File: src/rtl/thresholding_pkg.sv
// Shared types and AXI constants for the thresholding AXI-Lite loader.
package thresholding_pkg;

  localparam logic [1:0] RESP_OKAY   = 2'b00;
  localparam logic [1:0] RESP_SLVERR = 2'b10;

  typedef enum logic [1:0] {
    IDLE,
    ISSUE,
    RESP
  } loader_state_t;

endpackage

File: src/rtl/thresholding_axilite_loader.sv
// Turns each threshold stream beat into one AXI-Lite write, walking
// {channel, index} addresses in channel-major order.
module thresholding_axilite_loader
  import thresholding_pkg::*;
#(
  parameter int unsigned N      = 4,
  parameter int unsigned M      = 16,
  parameter int unsigned C      = 1,
  parameter int unsigned SIGNED = 1,
  localparam int unsigned C_BITS = (C < 2) ? 0 : $clog2(C),
  localparam int unsigned A_BITS = C_BITS + N,
  localparam int unsigned D_BITS = ((M + 7) / 8) * 8
) (
  input  logic              ap_clk,
  input  logic              ap_rst_n,
  input  logic              s_axis_tvalid,
  output logic              s_axis_tready,
  input  logic [D_BITS-1:0] s_axis_tdata,
  output logic              m_axilite_AWVALID,
  input  logic              m_axilite_AWREADY,
  output logic [A_BITS-1:0] m_axilite_AWADDR,
  output logic              m_axilite_WVALID,
  input  logic              m_axilite_WREADY,
  output logic [31:0]       m_axilite_WDATA,
  output logic [3:0]        m_axilite_WSTRB,
  input  logic              m_axilite_BVALID,
  output logic              m_axilite_BREADY,
  input  logic [1:0]        m_axilite_BRESP,
  output logic              done,
  output logic              err
);

  localparam int unsigned CW = (C_BITS > 0) ? C_BITS : 1;
  localparam int unsigned T  = (2 ** N) - 1;

  loader_state_t state_q, state_d;
  logic [N-1:0]  idx_q, idx_d;
  logic [CW-1:0] cnl_q, cnl_d;
  logic [31:0]   wdata_q, wdata_d, thr_ext;
  logic [M-1:0]  thr;
  logic tready_q, tready_d;
  logic awvalid_q, awvalid_d;
  logic wvalid_q, wvalid_d;
  logic bready_q, bready_d;
  logic done_q, done_d;
  logic err_q, err_d;
  logic beat_acc, issue_done, b_hs, idx_last, cnl_last;

  assign thr        = s_axis_tdata[M-1:0];
  assign beat_acc   = (state_q == IDLE) && tready_q && s_axis_tvalid;
  assign issue_done = (state_q == ISSUE) && (!awvalid_q || m_axilite_AWREADY)
                      && (!wvalid_q || m_axilite_WREADY);
  assign b_hs       = (state_q == RESP) && bready_q && m_axilite_BVALID;
  assign idx_last   = (idx_q == N'(T - 1));
  assign cnl_last   = (cnl_q == CW'(C - 1));

  // Extend the latched threshold to the 32-bit register width
  always_comb begin
    if (SIGNED != 0) thr_ext = 32'($signed(thr));
    else             thr_ext = 32'(thr);
  end

  // State register
  always_ff @(posedge ap_clk or negedge ap_rst_n) begin
    if (!ap_rst_n) state_q <= IDLE;
    else           state_q <= state_d;
  end

  // Next-state logic: one write in flight at a time
  always_comb begin
    state_d = state_q;
    case (state_q)
      IDLE:    if (beat_acc)   state_d = ISSUE;
      ISSUE:   if (issue_done) state_d = RESP;
      RESP:    if (b_hs)       state_d = IDLE;
      default:                 state_d = IDLE;
    endcase
  end

  // Next values for the registered outputs and the address counter
  always_comb begin
    tready_d  = (state_d == IDLE);
    bready_d  = (state_d == RESP);
    awvalid_d = 1'b0;
    wvalid_d  = 1'b0;
    done_d    = 1'b0;
    err_d     = err_q;
    idx_d     = idx_q;
    cnl_d     = cnl_q;
    wdata_d   = wdata_q;
    case (state_q)
      IDLE: begin
        if (beat_acc) begin
          awvalid_d = 1'b1;
          wvalid_d  = 1'b1;
          wdata_d   = thr_ext;
        end
      end
      ISSUE: begin
        awvalid_d = awvalid_q && !m_axilite_AWREADY;
        wvalid_d  = wvalid_q && !m_axilite_WREADY;
      end
      RESP: begin
        if (b_hs) begin
          if (m_axilite_BRESP != RESP_OKAY) err_d = 1'b1;
          if (idx_last) begin
            idx_d = '0;
            if (cnl_last) begin
              cnl_d  = '0;
              done_d = 1'b1;
            end else begin
              cnl_d = cnl_q + CW'(1);
            end
          end else begin
            idx_d = idx_q + N'(1);
          end
        end
      end
      default: ;
    endcase
  end

  // Output, data and counter registers
  always_ff @(posedge ap_clk or negedge ap_rst_n) begin
    if (!ap_rst_n) begin
      tready_q  <= 1'b0;
      awvalid_q <= 1'b0;
      wvalid_q  <= 1'b0;
      bready_q  <= 1'b0;
      done_q    <= 1'b0;
      err_q     <= 1'b0;
      idx_q     <= '0;
      cnl_q     <= '0;
      wdata_q   <= '0;
    end else begin
      tready_q  <= tready_d;
      awvalid_q <= awvalid_d;
      wvalid_q  <= wvalid_d;
      bready_q  <= bready_d;
      done_q    <= done_d;
      err_q     <= err_d;
      idx_q     <= idx_d;
      cnl_q     <= cnl_d;
      wdata_q   <= wdata_d;
    end
  end

  // Address is the channel counter above the index; no channel field for C=1
  generate
    if (C_BITS > 0) begin : g_addr_cnl
      assign m_axilite_AWADDR = {cnl_q[C_BITS-1:0], idx_q};
    end else begin : g_addr_idx
      assign m_axilite_AWADDR = idx_q;
    end
  endgenerate

  assign s_axis_tready     = tready_q;
  assign m_axilite_AWVALID = awvalid_q;
  assign m_axilite_WVALID  = wvalid_q;
  assign m_axilite_WDATA   = wdata_q;
  assign m_axilite_WSTRB   = 4'hF;
  assign m_axilite_BREADY  = bready_q;
  assign done              = done_q;
  assign err               = err_q;

endmodule

File: config.mk
export PLATFORM = sky130hd
export DESIGN_NAME = thresholding_axilite_loader
export DESIGN_NICKNAME = d
export VERILOG_FILES = /design/src/rtl/thresholding_pkg.sv /design/src/rtl/thresholding_axilite_loader.sv
export SDC_FILE = /design/constraint.sdc
export NUM_CORES = 1
export LEC_CHECK = 0
export CAP_MARGIN = 30
export CORE_MARGIN = 4
export CORE_UTILIZATION = 40
export CTS_CLUSTER_DIAMETER = 120
export CTS_CLUSTER_SIZE = 40
export DETAILED_ROUTE_END_ITERATION = 10
export GPL_TIMING_DRIVEN = 0
export PLACE_DENSITY = 0.79
export RECOVER_POWER = 50
export SETUP_SLACK_MARGIN = 0.02
export SLEW_MARGIN = 20
export SYNTH_ARGS = -nofsm -noshare
export SYNTH_HDL_FRONTEND = slang
export SYNTH_SLANG_ARGS = --single-unit
export TNS_END_PERCENT = 5
File: constraint.sdc
create_clock -name ap_clk -period 3.14 [get_ports ap_clk]
set_input_delay 0.628 -clock ap_clk [delete_from_list [all_inputs] [get_ports ap_clk]]
set_output_delay 0.628 -clock ap_clk [all_outputs]
set_load 0.005 [all_outputs]
==> results of run 1 <==
-- cell type report --
| class | count | area [um^2] | area share |
|---|---|---|---|
| plain buffers | 21 | 161 | 0.0806 |
| clock buffers | 3 | 22.5 | 0.0112 |
| inverters | 1 | 3.75 | 0.00187 |
| multi-input cells | 57 | 415 | 0.207 |
| flip-flops and latches | 28 | 701 | 0.350 |
| well taps | 44 | 55.1 | 0.0275 |
| repair buffers | 65 | 644 | 0.322 |
-- path summary, 6_finish.rpt --
kind / cells past startpoint / startpoint / to / slack (ps)
max: 5 / s_axis_tvalid / m_axilite_WDATA[15] / 680
min: 1 / m_axilite_WDATA[3] / m_axilite_WDATA[3] / 520
max reg2reg: 3 / state_q[1] / m_axilite_WDATA[15] / 1100
min reg2reg: 1 / m_axilite_WDATA[3] / m_axilite_WDATA[3] / 520
max in group asynchronous: 1 / ap_rst_n / m_axilite_WDATA[4] / 1650
min in group asynchronous: 1 / ap_rst_n / m_axilite_WVALID / 630
-- sequential cells by signal, summed over array words and instances (netlist names) --
| name | count |
|---|---|
| done | 1 |
| state_q | 2 |
| m_axilite_BREADY | 1 |
| m_axilite_AWADDR | 4 |
| m_axilite_WDATA | 16 |
| err | 1 |
| m_axilite_WVALID | 1 |
| s_axis_tready | 1 |
| m_axilite_AWVALID | 1 |
-- critical path: stages --
cell and delay [ps]:
dlygate4sd3_1 570, nand2_1 80, nor3_1 790, buf_6 260, mux2_2 350
-- through the flow --
stage / utilization / std cells / hold slack [ps] / setup WS [ps]
6_report: 0.656 / 219 / 517 / 677
5_1_grt: 0.656 / 219 / 551 / 584
4_1_cts: 0.661 / 219 / 305 / 803
3_5_place_dp: 0.654 / 216 / 494 / 859
3_3_place_gp: 0.656 / 216 / 462 / 876
2_1_floorplan: - / 107 / 332 / 1540
-- cell families after synthesis --
logic type             count (synthesis)  synth area share
buffers and inverters                 22             0.129
AND/OR/NAND/NOR                       21             0.102
multiplexers                          17             0.152
other                                  1           0.00292
AO/OA/AOI/OAI                         15            0.0691
flip-flops                            28             0.545
-- power breakdown --
group / internal (mW) / leakage [nW] / total, mW / switching (mW)
sequential: 0.520 / 0.342 / 0.664 / 0.144
combinational: 0.728 / 0.491 / 1.01 / 0.281
clock: 0.0449 / 0.0138 / 0.137 / 0.0917
-- placed cells by master, fill, tap and decap left out --
cell             count
o21a_1               1
nand2b_1             2
buf_4               20
nand4b_1             1
and3_1               1
nor2b_1              1
nand3b_1             3
inv_1                1
clkbuf_4             3
mux2_1               1
nand3_1              2
conb_1               4
clkdlybuf4s50_1     59
nor2_1               1
dlygate4sd3_1        5
o21bai_1             3
o22a_1               1
and4b_4              1
o21ai_0              7
nand2_1              7
mux2_2              16
buf_6                1
dfrtp_1             28
nor3_1               2
clkbuf_1             1
a21oi_1              3
-- routing by layer --
layer | GRT usage | vias up
li1 | - | 480
met1 | 0.129 | 469
met2 | 0.269 | 60
met3 | 0.0659 | 8
met4 | 0.0739 | 0
met5 | 0 | -
==> run_results.csv, run 1 <==
group,metric,value,unit
clocking,h-tree-depth,1,
place,routabilityCongestion,0.788,
cells_and_area,antenna_cells,0,
die,pin_count,70,
yosys,synth-seq-area-share,0.545,
place,portBuffers,65,
yosys,ys_warn_count,0,
pwr,power.total,1.81,mW
routing,dr.pass1.iters,4,
clocking,cts_sinks,28,
cells_and_area,area_growth,55.9,%
yosys,synthTopCellsByArea,"dfrtp_1 55%, mux2_2 14%, buf_4 12%, o21ai_0 2.7%, nand2_1 2.0%",
die,die_h,64.7,um
sta,grt_setup_unrepaired,"no",
global_routing,grt_usage,0.145,
die,initial_core_util,0.421,
die,rows,20,
yosys,synth.top_cells.by_count,"28 x dfrtp_1, 20 x buf_4, 16 x mux2_2",
sta,relSlewSlack,0.0209,
sta,post-route-period-util,0.785,
routing,route.detailed.drc,0,
worst_setup_path,cp.required,3350,ps
clocking,cts_resized,0,
yosys,synthFlopType,"dfrtp_1",
clocking,clk_pin_slew,120,ps
clocking,cts_tree,"built",
worst_setup_path,crit_fanout,10,
yosys,syn_area,1280,um^2
routing,wl_met1,1.08,mm
worst_setup_path,startpoint_type,"input port",
sta,slew_viol_final,0,
pwr,ir_drop,0.000544,V
clocking,cts_buffers,3,
die,die-area,4180,um^2
clocking,cts_hold_buf,0,
routing,topRoutingLayerUsed,"met4",
pwr,power.density,903,nW/um^2
place,post-dp-hpwl,2.38,mm
global_routing,grt_overflow,0,
yosys,post_synth_num_cell_types,23,
sta,setup_viol,0,
yosys,async_flop_share,1.00,
yosys,synth_edf_count,0,
routing,ant_nets,0,
sta,fin_setup_tns,0,ps
worst_setup_path,end_kind,"flop",
clocking,post-cts-setup-buffers,0,
routing,routed_wirelength,2.95,mm
cells_and_area,drive_gt1_frac,0.234,
status,status,"complete, no violations",
clocking,clock_latency,310,ps
yosys,synth.ff_latch_count,28,
routing,drt-wirelength-per-cell,13.5,um
cells_and_area,nFillCells,269,
cells_and_area,final_nets,201,
job,drv_cap,0,
routing,viasPerCell,4.64,
routing,dr_total_vias,1017,
worst_setup_path,worst-setup-path-type,"input port to flop",
sta,fin_worst_skew,3.70,ps
sta,timing.fmax,406,MHz
global_routing,antenna_found_initial,0,
clocking,cts_root_buf,"clkbuf_4",
yosys,syn-instance-count,104,
global_routing,grt_max_degree,29,
die,die_x,64.7,um
routing,drt_first_iter_violations,26,
sta,worst_pin_slew,1470,ps
global_routing,grt_pass1_vias,1072,
routing,wl_met3,321,um
min_path,min_path_type,"flop to flop",
die,core_area,3050,um^2
routing,wl_met2,1.46,mm
worst_setup_path,critPathArrivalTime,2680,ps
yosys,synth.most_common_cell,"dfrtp_1",
sta,hold_viol_final,0,
global_routing,grt_pass1_wl,4.65,mm
pwr,p_leak,0.847,nW
cells_and_area,design_area,2000,um^2
yosys,syn_area_per_cell,12.4,um^2
sta,min_period,2460,ps
yosys,post-synth-top-area-fraction,0.545,
yosys,yosysTopAreaCell,"dfrtp_1",
place,dpl_cell_area,2000,um^2
clocking,clk_path_buf_depth,2,
(Power assumes the default switching activity.)
==> inputs of run 2 (changes only) <==
CORE_UTILIZATION = 34   (was 40)
PLACE_DENSITY = 0.71   (was 0.79)
clock period = 2 ns   (was 3.14 ns; I/O delays follow)
==> run 2 against run 1 <==
  * First-iteration DRC count is 3.8% lower
  * Clock power is 110% higher
  * Cell area is 1.8% higher
  * Critical path type is now flop to primary output
  * Critical endpoint is now m_axilite_WDATA[17]
  * Highest routed layer unchanged
==> run_results.csv, run 2 (synthesis results as in run 1) <==
group,metric,value,unit
clocking,cts_sinks,28,
die,die_x,69.5,um
sta,relSlewSlack,0.0195,
worst_setup_path,end_kind,"primary output",
place,routabilityCongestion,0.679,
sta,setup_viol,0,
global_routing,grt_pass1_vias,1037,
sta,worst_pin_slew,1470,ps
cells_and_area,final_nets,201,
clocking,cts_buffers,3,
cells_and_area,instances_no_fill,223,
sta,timing.fmax,544,MHz
cells_and_area,largest_reg_flops,16,
die,core_area,3660,um^2
place,dp_slack,-74.6,ps
die,pin_count,70,
routing,routed_wirelength,2.99,mm
clocking,post-cts-setup-buffers,0,
sta,fin_ws,160,ps
routing,drt-wirelength-per-cell,13.4,um
sta,slew_viol_final,0,
global_routing,grt_pass1_wl,4.97,mm
worst_setup_path,cp.required,1600,ps
global_routing,antenna_found_initial,0,
sta,hold_viol_final,0,
cells_and_area,drive_gt1_frac,0.246,
min_path,min_path_type,"input port to asynchronous set/reset pin",
die,die-area,4830,um^2
sta,fin_worst_skew,3.62,ps
sta,timing.hold.ws,468,ps
sta,grt_setup_unrepaired,"no",
clocking,cts_root_buf,"clkbuf_8",
die,die_h,69.5,um
cells_and_area,area_growth,58.7,%
clocking,clk_path_buf_depth,2,
sta,post-route-period-util,0.920,
cells_and_area,register_area,702,um^2
job,drv_cap,0,
global_routing,grt_usage,0.128,
die,rows,22,
global_routing,grt_overflow,0,
routing,dr.pass1.iters,4,
routing,route.detailed.drc,0,
pwr,ir_drop,0.000712,V
cells_and_area,final_util,0.557,
worst_setup_path,reg2reg_slack,420,ps
cells_and_area,antenna_cells,0,
cells_and_area,multi_input_area,427,um^2
cells_and_area,layout_commonest_cell,"clkdlybuf4s50_1",
pwr,power.density,1410,nW/um^2
status,status,"complete, no violations",
routing,dr_total_vias,982,
sta,min_period,1840,ps
worst_setup_path,crit_fanout,18,
clocking,clk_pin_slew,90,ps
place,portBuffers,65,
routing,viasPerCell,4.40,
sta,fin_setup_tns,0,ps
cells_and_area,nFillCells,314,
die,initial_core_util,0.351,
cells_and_area,layout_common_cells,"52 x clkdlybuf4s50_1, 27 x dfrtp_1, 20 x buf_4",
global_routing,grt_max_degree,29,
clocking,cts_tree,"built",
worst_setup_path,startpoint_type,"flop",
routing,drt_first_iter_violations,25,
clocking,h-tree-depth,1,
clocking,clock_latency,260,ps
worst_setup_path,worst-setup-path-type,"flop to primary output",
routing,ant_nets,0,
place,dp_cells,220,
pwr,p_leak,0.859,nW
place,post-dp-hpwl,2.40,mm
worst_setup_path,critPathArrivalTime,1440,ps
## run 2: changes by cell type in the layout (fill, tap and decap cells not counted)
cell | previous run | this run
dfrtp_1 | 28 | 27
nor3_4 | 0 | 1
dlygate4sd3_1 | 5 | 12
clkdlybuf4s50_1 | 59 | 52
clkbuf_4 | 3 | 0
clkbuf_8 | 0 | 3
nor3_1 | 2 | 1
dfrtp_2 | 0 | 1
## run 2: final cells by class
| cell class | count | area share |
|---|---|---|
| clock buffer | 3 | 0.0202 |
| timing repair buffer | 65 | 0.316 |
| inverter | 1 | 0.00184 |
| tap | 48 | 0.0294 |
| sequential | 28 | 0.344 |
| buffer | 21 | 0.0791 |
| multi-input combinational | 57 | 0.209 |
## run 2: critical path: stages, from the launching register on
cell and delay (ps):
dfrtp_2 530, buf_4 160, clkdlybuf4s50_1 490
## run 2: what timing repair did
action                                  4_1_cts  5_1_grt
resized for setup                             1        0
endpoints found under the setup margin       16        0
hold buffers                                  0        0
## run 2: metal layers
metal,wire length (um),up-vias,global-route usage,part of all wire
met5,0,-,0,0
met4,34,0,0.0390,0.011
met3,286,2,0.0522,0.096
met2,1620,46,0.238,0.54
met1,1040,457,0.127,0.35
li1,-,477,-,-
## run 2: worst paths after layout
kind	end	from	cells past startpoint
worst max-delay path	m_axilite_WDATA[17]	m_axilite_WDATA[15]	2
worst min-delay path	m_axilite_AWVALID	ap_rst_n	1
worst max register to register	m_axilite_WDATA[2]	state_q[1]	3
worst min register to register	m_axilite_WDATA[12]	m_axilite_WDATA[12]	1
max in group asynchronous	m_axilite_WDATA[15]	ap_rst_n	1
min in group ap_clk	m_axilite_WDATA[12]	m_axilite_WDATA[12]	1
## run 2: where the power goes
group	internal, mW	leakage [nW]	switching, mW
clock network	0.135	0.0216	0.155
registers	0.820	0.341	0.235
logic	1.12	0.496	0.424
## run 2: through the flow
step	power [mW]	area (um^2)
2_1_floorplan	1.70	1300
3_3_place_gp	2.62	2010
3_5_place_dp	2.68	2000
4_1_cts	2.98	2040
5_1_grt	3.10	2040
6_report	2.89	2040
